**config.mk**
```make
export PLATFORM = sky130hd
export DESIGN_NAME = piso_tx_flat
export DESIGN_NICKNAME = d
export VERILOG_FILES = /design/src/rtl/piso_pkg.sv /design/src/rtl/piso_tx_if.sv /design/src/rtl/piso_tx_bit_counter.sv /design/src/rtl/piso_tx.sv /design/src/flat_wrapper.sv
export SDC_FILE = /design/constraint.sdc
export NUM_CORES = 1
export LEC_CHECK = 0
export CAP_MARGIN = 10
export CORE_AREA = 2 2 39 41
export DETAILED_ROUTE_END_ITERATION = 10
export DIE_AREA = 0 0 41 43
export GPL_TIMING_DRIVEN = 0
export SLEW_MARGIN = 20
export SYNTH_ARGS = -nofsm -noshare
export SYNTH_HDL_FRONTEND = slang
export SYNTH_SLANG_ARGS = --single-unit
```
**constraint.sdc**
```tcl
create_clock -name fastClk -period 1.2 [get_ports fastClk]
set_input_delay 0.18 -clock fastClk [delete_from_list [all_inputs] [get_ports fastClk]]
set_output_delay 0.18 -clock fastClk [all_outputs]
set_load 0.03 [all_outputs]
```
**src/rtl/piso_pkg.sv**
```systemverilog
// Shared types and defaults for the parallel-in/serial-out transmitter.
// Holds the FSM state encoding and the default word width.
package piso_pkg;

  localparam int DEFAULT_DATA_WIDTH = 4;

  typedef enum logic {
    IDLE  = 1'b0,
    SHIFT = 1'b1
  } txState_e;

endpackage : piso_pkg

```
**src/rtl/piso_tx_if.sv**
```systemverilog
// Load handshake plus serial output bundle for piso_tx.
// The master modport is the word producer; the slave modport is the transmitter.
interface piso_tx_if
  import piso_pkg::*;
#(
  parameter int DATA_WIDTH = DEFAULT_DATA_WIDTH
);

  logic [DATA_WIDTH-1:0] loadData;
  logic                  loadValid;
  logic                  loadReady;
  logic                  dataOut;
  logic                  bitValid;
  logic                  lastBit;

  modport master (
    output loadData,
    output loadValid,
    input  loadReady,
    input  dataOut,
    input  bitValid,
    input  lastBit
  );

  modport slave (
    input  loadData,
    input  loadValid,
    output loadReady,
    output dataOut,
    output bitValid,
    output lastBit
  );

endinterface : piso_tx_if

```
**src/rtl/piso_tx_bit_counter.sv**
```systemverilog
// Bit-position counter for the transmitter: clears to 0, counts up on enable,
// and saturates at DATA_WIDTH-1, which it flags as terminal.
module bit_counter
  import piso_pkg::*;
#(
  parameter int DATA_WIDTH = DEFAULT_DATA_WIDTH
) (
  input  logic fastClk,
  input  logic reset,
  input  logic clear,
  input  logic enable,
  output logic terminal
);

  localparam int CW = (DATA_WIDTH > 1) ? $clog2(DATA_WIDTH) : 1;
  localparam logic [CW-1:0] LAST_COUNT = CW'(DATA_WIDTH - 1);

  logic [CW-1:0] countReg;

  assign terminal = (countReg == LAST_COUNT);

  always_ff @(posedge fastClk) begin
    if (reset || clear) begin
      countReg <= '0;
    end else if (enable && !terminal) begin
      countReg <= countReg + 1'b1;
    end
  end

endmodule : bit_counter

```
**src/rtl/piso_tx.sv**
```systemverilog
// Parallel-in/serial-out transmitter: accepts a word on a valid/ready load
// and emits it MSB first, one bit per fastClk cycle, with back-to-back support.
module piso_tx
  import piso_pkg::*;
#(
  parameter int DATA_WIDTH = DEFAULT_DATA_WIDTH
) (
  input  logic     fastClk,
  input  logic     reset,
  piso_tx_if.slave bus
);

  generate
    if (DATA_WIDTH < 2) begin : gWidthCheck
      $error("piso_tx: DATA_WIDTH must be at least 2");
    end
  endgenerate

  txState_e              stateReg;
  logic [DATA_WIDTH-1:0] shiftReg;
  logic                  terminal;
  logic                  inShift;
  logic                  lastBitInt;
  logic                  loadReadyInt;
  logic                  accept;

  assign inShift      = (stateReg == SHIFT);
  assign lastBitInt   = inShift && terminal;
  // Ready during the final bit lets the next word follow with no idle gap.
  assign loadReadyInt = !inShift || lastBitInt;
  assign accept       = bus.loadValid && loadReadyInt;

  assign bus.loadReady = loadReadyInt;
  assign bus.lastBit   = lastBitInt;
  assign bus.bitValid  = inShift;
  assign bus.dataOut   = inShift && shiftReg[DATA_WIDTH-1];

  // Clearing on the final bit leaves the counter at 0 whenever the block idles.
  bit_counter #(
    .DATA_WIDTH(DATA_WIDTH)
  ) uBitCounter (
    .fastClk (fastClk),
    .reset   (reset),
    .clear   (accept || lastBitInt),
    .enable  (inShift),
    .terminal(terminal)
  );

  always_ff @(posedge fastClk) begin
    if (reset) begin
      stateReg <= IDLE;
      shiftReg <= '0;
    end else if (accept) begin
      stateReg <= SHIFT;
      shiftReg <= bus.loadData;
    end else if (inShift) begin
      shiftReg <= {shiftReg[DATA_WIDTH-2:0], 1'b0};
      if (lastBitInt) begin
        stateReg <= IDLE;
      end
    end
  end

endmodule : piso_tx

```
**src/flat_wrapper.sv**
```systemverilog
// flat-port wrapper written by rule: the top's interface ports become plain ports
module piso_tx_flat import piso_pkg::*;
#(
  parameter int DATA_WIDTH = DEFAULT_DATA_WIDTH
)
  (fastClk, reset, bus_loadData, bus_loadValid, bus_loadReady, bus_dataOut, bus_bitValid, bus_lastBit);
  piso_tx_if #(.DATA_WIDTH(DATA_WIDTH)) bus_i ();
  input  logic fastClk;
  input  logic reset;
  input wire logic [$bits(bus_i.loadData)-1:0] bus_loadData;
  input wire logic [$bits(bus_i.loadValid)-1:0] bus_loadValid;
  output wire logic [$bits(bus_i.loadReady)-1:0] bus_loadReady;
  output wire logic [$bits(bus_i.dataOut)-1:0] bus_dataOut;
  output wire logic [$bits(bus_i.bitValid)-1:0] bus_bitValid;
  output wire logic [$bits(bus_i.lastBit)-1:0] bus_lastBit;
  assign bus_i.loadData = bus_loadData;
  assign bus_i.loadValid = bus_loadValid;
  assign bus_loadReady = bus_i.loadReady;
  assign bus_dataOut = bus_i.dataOut;
  assign bus_bitValid = bus_i.bitValid;
  assign bus_lastBit = bus_i.lastBit;
  piso_tx #(.DATA_WIDTH(DATA_WIDTH)) u_core (.fastClk(fastClk), .reset(reset), .bus(bus_i));
endmodule
```
==> out/results.ini <==
[drt]
vias = 345
drc = 0
drtAntennaViolNets = 0
routed_wl_um = 955
drt-initial-drc-count = 6
wl_per_cell_um = 13.6
first_pass_iters = 4
routed_via_density = 4.93

[flow_run]
cap_violations = 0

[floorplan]
core_area_um2 = 1380
fp.dieW_um = 41
io_pins = 11
core.rowCount = 14
dieArea_um2 = 1760
initial_core_util = 0.235
die_h_um = 43

[critical_path]
arrival_ps = 1240
required_ps = 1020
startpoint_type = flip-flop
endpoint_kind = output port
crit_type = reg2out
cp_max_fo = 2

[synth]
ys_seq_area_frac = 0.431
syn_nets = 44
synthCells = 36
synth_area_um2 = 325
syn_avg_cell_area_um2 = 9.04
ys_ff_latch = 7
synth_cell_types = 16
ys.warnings.count = 0

[placement]
dp.cells = 62
pre_cts_ws_ps = -527
place_hpwl_um = 527
port_buffers = 10
place_congestion = 0.665

[finish]
nNetsFinal = 63
drive_above_1_share = 0.481
instances_no_fill = 70
diodes = 0
final_cell_mix = nor2_1, clkdlybuf4s50_1, buf_4, dfxtp_1
layout-area-overhead-vs-synth_pct = 69.6
fill_cells = 141

[global_route]
grt_max_degree = 11
grt_usage = 0.126
grt_overflow = 0
grt_antenna_before_repair = 0
grt_pass1_vias = 317
grt_pass1_wl_um = 1370

[hold_path]
hold_path_class = reg2reg

[cts]
cts_buffers = 3
clk_latency_ps = 260
max-clock-path-buffers = 2
cts_tree = done
cts-root-buf = clkbuf_4
cts-hold-fix-buffers = 0
htree_levels = 1
cts.sinks = 7
clk_pin_slew_ps = 60

[outcome]
status = finished with violations
violations = negative setup slack

[sta]
min_period_ps = 1420
rsz0062_at_grt = true
drv_slew = 0
fmax_mhz = 704
tightestPinTransition_ps = 324
fin_skew_ps = 4.92
fin_crit_sh = 1.18
setup_ws_ps = -220
slew_headroom = 0.783
setup_viol = 6
hold_violations = 0
fin_setup_tns_ps = -524

[power_and_ir_drop]
peakVddDrop_v = 0.000563
p_total_mw = 0.620
p_per_area_nw_per_um2 = 1120
p_leak_nw = 0.211

report_power, final:
group / leakage (nW) / switching [mW] / internal [mW]
clock: 0.0150 / 0.0979 / 0.128
sequential: 0.0592 / 0.0161 / 0.250
combinational: 0.137 / 0.0623 / 0.0663
total: 0.211 / 0.176 / 0.444
area by class of cell:
cell class              instances  area (µm²)  share of cell area
clock buffers                   4        26.3              0.0476
inverters                       2        11.3              0.0204
flip-flops and latches          7         146               0.265
repair buffers                 15         134               0.243
well taps                      16        20.0              0.0363
multi-input cells              25         209               0.379
plain buffers                   1        5.00             0.00907
worst paths after layout:
check / endpoint / slack, ps / depth (start not counted) / start
max: bus_loadReady / -220 / 4 / u_core.uBitCounter.countReg[0]
min: u_core.shiftReg[0] / 510 / 2 / u_core.shiftReg[0]
max reg2reg: u_core.shiftReg[0] / -120 / 6 / u_core.uBitCounter.countReg[0]
min reg2reg: u_core.shiftReg[0] / 510 / 2 / u_core.shiftReg[0]
flip-flops by register name, summed over array words and instances (netlist names):
signal,count
u_core.bus.bitValid,1
u_core.shiftReg,4
u_core.uBitCounter.countReg,2
what timing repair did:
item | CTS | global route
pin swaps | 4 | 3
buffers inserted | 4 | 1
resized for setup | 25 | 7
setup endpoints to repair | 10 | 11
critical path, cell delays in order (launching register included):
cell and delay, ps:
dfxtp_2 340, ha_4 150, and2b_2 250, clkinvlp_4 100, buf_6 140
per-stage QoR:
step | util | area [µm²] | hold WS [ps]
floorplan | - | 349 | 245
global placement | 0.339 | 469 | 496
detailed placement | 0.339 | 469 | 514
CTS | 0.392 | 543 | 511
global route | 0.399 | 552 | 541
finish | 0.399 | 552 | 515
synth_stat cells:
master    number  area (µm²)
a211oi_1       3        22.5
a22oi_1        1        7.51
a32oi_1        1        8.76
and2_1         2        12.5
and2b_1        1        7.51
buf_4          1        7.51
clkbuf_1       1        3.75
dfxtp_1        7         140
ha_1           1        12.5
inv_1          2        7.51
mux2i_1        1        10.0
nor2_1         6        22.5
nor3_1         3        15.0
nor3b_1        3        22.5
nor4_1         2        12.5
nor4_2         1        12.5
cell families (layout without fill, tap and decap cells):
logic type,Yosys count,in the layout,synth area share
AND/OR/NAND/NOR,18,18,0.323
flip-flops,7,7,0.431
AO/OA/AOI/OAI,5,5,0.119
buffers and inverters,4,22,0.0577
adder cells (fa/ha/maj),1,1,0.0385
multiplexers,1,1,0.0308
per-layer routing:
metal	up-vias	part of all wire	GRT usage	routed length, µm
met4	0	0.037	0.133	35
met1	162	0.40	0.133	383
met2	12	0.50	0.181	473
met3	4	0.065	0.0314	62
met5	-	0	0	0
li1	167	-	-	-
Power figures use the tool's default switching activity.
